## config.mk

```make
export PLATFORM = sky130hd
export DESIGN_NAME = uart_operand_loader
export DESIGN_NICKNAME = d
export VERILOG_FILES = /design/src/rtl/matmul_pkg.sv /design/src/rtl/frame_timeout_ctr.sv /design/src/rtl/uart_operand_loader.sv
export SDC_FILE = /design/constraint.sdc
export NUM_CORES = 1
export LEC_CHECK = 0
export ABC_CLOCK_PERIOD_IN_PS = 2200
export CORE_ASPECT_RATIO = 0.8
export CORE_UTILIZATION = 30
export DETAILED_ROUTE_END_ITERATION = 7
export PLACE_DENSITY = 0.46
export SETUP_SLACK_MARGIN = 0.1
export SYNTH_ARGS = -nofsm -noshare
export SYNTH_HDL_FRONTEND = slang
export SYNTH_SLANG_ARGS = --single-unit
```

## constraint.sdc

```tcl
create_clock -name i_clk -period 2.2 [get_ports i_clk]
set_input_delay 0.66 -clock i_clk [delete_from_list [all_inputs] [get_ports i_clk]]
set_output_delay 0.66 -clock i_clk [all_outputs]
set_load 0.05 [all_outputs]
```

## src/rtl/matmul_pkg.sv

```systemverilog
// Shared definitions for the matmul operand path.
// Contents: operand width, default frame sync byte, loader FSM state encoding.
package matmul_pkg;

    localparam int unsigned OPERAND_W     = 32;
    localparam logic [7:0]  SYNC_BYTE_DEF = 8'hA5;

    typedef enum logic [2:0] {
        StIdle   = 3'd0,
        StLoadX  = 3'd1,
        StLoadY  = 3'd2,
        StChk    = 3'd3,
        StCommit = 3'd4
    } loader_state_e;

endpackage

```

## src/rtl/frame_timeout_ctr.sv

```systemverilog
// Inter-byte timeout counter for the operand loader.
// Ports:
//   i_clk, i_rst_n : clock, asynchronous active-low reset
//   i_clear        : synchronous clear (has priority over i_en)
//   i_en           : count one cycle
//   o_expired      : counter has reached Limit-1
module frame_timeout_ctr #(
    parameter int unsigned Width = 17,
    parameter int unsigned Limit = 100000
) (
    input  logic i_clk,
    input  logic i_rst_n,
    input  logic i_clear,
    input  logic i_en,
    output logic o_expired
);

    logic [Width-1:0] r_cnt;

    assign o_expired = (r_cnt == Width'(Limit - 1));

    always_ff @(posedge i_clk or negedge i_rst_n) begin
        if (!i_rst_n) begin
            r_cnt <= '0;
        end else if (i_clear) begin
            r_cnt <= '0;
        end else if (i_en && !o_expired) begin
            // Saturate so a stalled enable cannot wrap back to "not expired".
            r_cnt <= r_cnt + 1'b1;
        end
    end

endmodule

```

## src/rtl/uart_operand_loader.sv

```systemverilog
// Frames the UART byte stream (SYNC, X[31:0] MSB first, Y[31:0] MSB first, CHK) into the two
// matmul operands and writes them to the operand RAM once per good frame.
// Ports:
//   i_clk, i_rst_n          : clock, asynchronous active-low reset
//   i_rx_data, i_rx_valid   : received byte and its one-cycle strobe
//   i_ram_read              : RAM read in progress; the write is held off while set
//   o_x, o_y                : last committed operands (registered)
//   o_write, o_utrig, o_cs  : RAM write strobe, feed trigger and chip select (combinational)
//   o_busy                  : loader is not idle
//   o_frame_ok, o_frame_err : one-cycle registered status pulses
//   o_overrun               : sticky, a byte arrived while committing
module uart_operand_loader
    import matmul_pkg::*;
#(
    parameter logic [7:0]  SYNC_BYTE   = SYNC_BYTE_DEF,
    parameter int unsigned TIMEOUT_CYC = 100000,
    parameter int unsigned TO_W        = 17
) (
    input  logic                 i_clk,
    input  logic                 i_rst_n,
    input  logic [7:0]           i_rx_data,
    input  logic                 i_rx_valid,
    input  logic                 i_ram_read,
    output logic [OPERAND_W-1:0] o_x,
    output logic [OPERAND_W-1:0] o_y,
    output logic                 o_write,
    output logic                 o_utrig,
    output logic                 o_cs,
    output logic                 o_busy,
    output logic                 o_frame_ok,
    output logic                 o_frame_err,
    output logic                 o_overrun
);

    loader_state_e        r_state, w_state_nxt;
    logic [OPERAND_W-1:0] r_xs, r_ys, r_x, r_y;
    logic [7:0]           r_chk;
    logic [1:0]           r_byte_cnt;
    logic                 r_frame_ok, r_frame_err, r_overrun;

    logic w_in_frame, w_to_expired, w_timeout, w_chk_match, w_chk_bad, w_commit_wr, w_sync;

    assign w_in_frame  = (r_state == StLoadX) || (r_state == StLoadY) || (r_state == StChk);
    // A byte arriving on the expiry cycle keeps the frame alive.
    assign w_timeout   = w_in_frame && w_to_expired && !i_rx_valid;
    assign w_sync      = (r_state == StIdle) && i_rx_valid && (i_rx_data == SYNC_BYTE);
    assign w_chk_match = (r_state == StChk) && i_rx_valid && (i_rx_data == r_chk);
    assign w_chk_bad   = (r_state == StChk) && i_rx_valid && (i_rx_data != r_chk);
    assign w_commit_wr = (r_state == StCommit) && !i_ram_read;

    frame_timeout_ctr #(
        .Width (TO_W),
        .Limit (TIMEOUT_CYC)
    ) u_timeout (
        .i_clk     (i_clk),
        .i_rst_n   (i_rst_n),
        .i_clear   (!w_in_frame || i_rx_valid),
        .i_en      (w_in_frame && !i_rx_valid),
        .o_expired (w_to_expired)
    );

    always_ff @(posedge i_clk or negedge i_rst_n) begin
        if (!i_rst_n) begin
            r_state <= StIdle;
        end else begin
            r_state <= w_state_nxt;
        end
    end

    always_comb begin
        w_state_nxt = r_state;
        unique case (r_state)
            StIdle: begin
                if (w_sync) w_state_nxt = StLoadX;
            end
            StLoadX: begin
                if (i_rx_valid && (r_byte_cnt == 2'd3)) w_state_nxt = StLoadY;
                else if (w_timeout)                     w_state_nxt = StIdle;
            end
            StLoadY: begin
                if (i_rx_valid && (r_byte_cnt == 2'd3)) w_state_nxt = StChk;
                else if (w_timeout)                     w_state_nxt = StIdle;
            end
            StChk: begin
                if (w_chk_match)                 w_state_nxt = StCommit;
                else if (w_chk_bad || w_timeout) w_state_nxt = StIdle;
            end
            StCommit: begin
                if (!i_ram_read) w_state_nxt = StIdle;
            end
            default: w_state_nxt = StIdle;
        endcase
    end

    always_ff @(posedge i_clk or negedge i_rst_n) begin
        if (!i_rst_n) begin
            r_xs        <= '0;
            r_ys        <= '0;
            r_x         <= '0;
            r_y         <= '0;
            r_chk       <= '0;
            r_byte_cnt  <= '0;
            r_frame_ok  <= 1'b0;
            r_frame_err <= 1'b0;
            r_overrun   <= 1'b0;
        end else begin
            r_frame_ok  <= w_commit_wr;
            r_frame_err <= w_chk_bad || w_timeout;
            if ((r_state == StCommit) && i_rx_valid) r_overrun <= 1'b1;

            if (w_sync) begin
                r_chk      <= '0;
                r_byte_cnt <= '0;
            end
            if (i_rx_valid && (r_state == StLoadX)) begin
                r_xs       <= {r_xs[OPERAND_W-9:0], i_rx_data};
                r_chk      <= r_chk ^ i_rx_data;
                r_byte_cnt <= r_byte_cnt + 2'd1;
            end
            if (i_rx_valid && (r_state == StLoadY)) begin
                r_ys       <= {r_ys[OPERAND_W-9:0], i_rx_data};
                r_chk      <= r_chk ^ i_rx_data;
                r_byte_cnt <= r_byte_cnt + 2'd1;
            end
            if (w_chk_match) begin
                r_x <= r_xs;
                r_y <= r_ys;
            end
        end
    end

    assign o_x         = r_x;
    assign o_y         = r_y;
    assign o_write     = w_commit_wr;
    assign o_utrig     = w_commit_wr;
    assign o_cs        = w_commit_wr;
    assign o_busy      = (r_state != StIdle);
    assign o_frame_ok  = r_frame_ok;
    assign o_frame_err = r_frame_err;
    assign o_overrun   = r_overrun;

endmodule

```

==> metrics.yaml <==
synthesis:
  synth.avg_cell_area_um2: 14.26
  synth_edf_count: 0
  synthArstFlopShare: 1.000
  synthTopCellsByArea: "dfrtp_1 60%, mux2_2 13%, mux2_1 8.3%, nor3b_1 1.9%, xnor2_1 1.4%"
  synth_most_common_cell: "dfrtp_1"
  seq_area_frac_synth: 0.6048
  synthCells: 467
  synth.ff_latch_count: 161
  synth.largest_area_cell: "dfrtp_1"
  syn-num-nets: 481
  yosys_warnings: 0
  yosysTopAreaCellShare: 0.6048
  syn_area_um2: 6661
  ys_top_cells_by_count: "161 x dfrtp_1, 79 x mux2_2, 49 x mux2_1, 17 x nor3b_1"
  yosys.cell_types.count: 47
  synth-main-ff-cell: "dfrtp_1"
timing:
  worst_pin_slew_ns: 0.5180
  whs_ns: 0.02480
  min_period_over_period: 0.9524
  slew_violations: 0
  skew_ns: 0.01204
  max_slew_margin: 0.6547
  setup_viol: 0
  fin_crit_ns: 2.095
  fin_setup_tns_ns: 0
  clock.fmax_mhz: 477.3
  final-hold-violation-count: 0
  rsz0062_at_grt: "true"
cells_and_area:
  areaGrowthSynthToFinish_pct: 31.99
  seqCellArea_um2: 4031
  multi_input_area_um2: 2524
  n_antenna_cell: 0
  nets: 603
  finalNonFillerCells: 902
  drive_above_1_share: 0.3106
  final.fill_count: 2077
power_and_ir_drop:
  irDropWorstVdd_mv: 0.4462
  swShare: 0.2936
  combPwrFrac: 0.202
  pwr-share-clk: 0.336
  p_sw_uw: 2628
  powerDensity_nw_per_um2: 1018
  p_leak_uw: 0.004348
  pwr-share-seq: 0.462
  p_int_uw: 6324
  finalPower_uw: 8952
worst_setup_path:
  cp_cell_sequence: "buf_4 > nand2_2 > nor2_4 > buf_12"
  path_class: "reg -> out"
  setup.worst_path.start_class: "flip-flop"
  crit_slowest_cell: "dfrtp_1"
  worstSetupEndpointType: "output pin"
  worst_path_largest_cell_delay_ns: 0.40
  path_buf_inv: 2
  critical_path.top_delay_family: "flip-flops"
  worstPathRequired_ns: 1.54
  crit_arrival_ns: 1.44
  path_max_fanout: 6
grt:
  grt_usage: 0.1324
  antenna_found_initial: 0
  gr-usage-met2: 0.2148
  use_met1: 0.1716
  grt.overflow.total: 0
  grt_pass1_vias: 4410
  busiest_layer: "met2"
  grt_max_degree: 60
  use_met3: 0.02863
  grt_pass1_wl_mm: 23.13
placed_design:
  numPortBuffers: 82
  dp_hpwl_mm: 9.312
  placed_cells: 858
  place.gp.congestion: 0.7794
outcome:
  outcome: "complete, no violations"
clock_tree:
  cts_buffers: 17
  clk_pin_slew_ns: 0.07
  clk_latency_ns: 0.43
  htree_levels: 4
  holdBufCountCts: 0
  root_buffer: "clkbuf_16"
  clock-sinks: 161
  cts_max_path_buffers: 2
  cts_tree: "built"
min_path:
  min_path_type: "in -> async"
floorplan:
  dieArea_um2: 22810
  start_util: 0.3072
  die_w_um: 168.6
  pin_count: 83
  coreArea_um2: 21680
  row_count: 48
  die_h_um: 135.3
route:
  via_count: 4132
  routed_wl_mm: 14.06
  dr.pass1.iters: 4
  viasPerCell: 4.581
  wl_per_cell_um: 15.59
  dr.first_iter.drc_count: 227
  postRouteAntennaNets: 0
  route.detailed.drc: 0
flow_run:
  maxCapViolCount: 0
[registers in the layout, summed over array words and instances, names as in the netlist]
signal           cells
u_timeout.r_cnt     17
o_overrun            1
o_frame_ok           1
o_y                 32
r_ys                32
o_frame_err          1
o_x                 32
r_state              3
r_byte_cnt           2
r_xs                32
r_chk                8
[cells by family after synthesis]
| family | synth area share |
|---|---|
| xor gates and xnor gates | 0.01841 |
| muxes | 0.2179 |
| DFF | 0.6048 |
| and+or+nand+nor | 0.08884 |
| adders and majority gates | 0.003756 |
| AOI/OAI and AO/OA | 0.04038 |
| buffers and inverters | 0.02592 |
[per-stage QoR]
| step | worst slack (ns) | util | area (um2) |
|---|---|---|---|
| final | 0.1048 | 0.4055 | 8792 |
| after global routing | 0.05181 | 0.4055 | 8792 |
| after detailed placement | -0.5412 | 0.3706 | 8035 |
| after CTS | 0.04775 | 0.4031 | 8740 |
| after global placement | -0.5476 | 0.3706 | 8035 |
| after floorplan | 0.1779 | - | 6669 |
[placed cells by master, fill, tap and decap left out, types with 11 or more instances in the layout]
cell type	Yosys	layout
buf_4	9	41
nand2_1	14	13
nor3b_1	17	17
clkbuf_16	0	18
mux2_1	49	49
dlygate4sd2_1	0	65
nor2_1	14	11
dfrtp_1	161	159
mux2_2	79	79
[power by group through the flow]
| stage | Clock [uW] | Combinational, uW | Sequential, uW |
|---|---|---|---|
| after global placement | 0 | 1650 | 4180 |
| after CTS | 3110 | 1810 | 4140 |
| after floorplan | 0 | 1250 | 4030 |
| after detailed placement | 0 | 1700 | 4210 |
| final | 3010 | 1810 | 4130 |
| after global routing | 3230 | 1990 | 4250 |
[worst reg2reg max path, delay by kind of cell, from the launching register on]
| family | cells | cell delay, ns |
|---|---|---|
| xor+xnor | 1 | 0.26 |
| buf+inv | 3 | 0.44 |
| flops | 1 | 0.44 |
| mux | 1 | 0.33 |
| simple gates | 2 | 0.46 |
[final timing paths]
kind                             from      end  slack (ns)  cells after the start
min reg2reg                   o_x[25]  o_x[25]        0.48                      1
min                           i_rst_n  o_x[22]        0.02                      1
min in group i_clk            o_x[25]  o_x[25]        0.48                      1
max reg2reg                  r_chk[1]  o_x[31]        0.16                      7
max                        r_state[2]  o_write        0.10                      4
max in group asynchronous     i_rst_n   o_y[5]        1.45                      2
[layout make-up]
cell class              instances  share of cell area
multi-input cells             281              0.2870
clock inverters                15             0.02063
clock buffers                  17             0.04838
inverters                       4            0.001708
well taps                     300             0.04269
repair buffers                124              0.1410
flip-flops and latches        161              0.4585
[layer usage]
| layer | part of all wire | up-vias |
|---|---|---|
| met1 | 0.48 | 2130 |
| met2 | 0.48 | 50 |
| met5 | 0 | - |
| li1 | - | 1942 |
| met3 | 0.027 | 10 |
| met4 | 0.012 | 0 |
[timing repair]
action / CTS / global route
endpoints found under the setup margin: 132 / 66
cloned: 2 / 1
buffers inserted: 7 / 2
gates resized for setup: 76 / 5
endpoints found under the hold margin: 0 / 0
pin swaps: 8 / 6
Note: power is estimated with default switching activity, not from simulation.
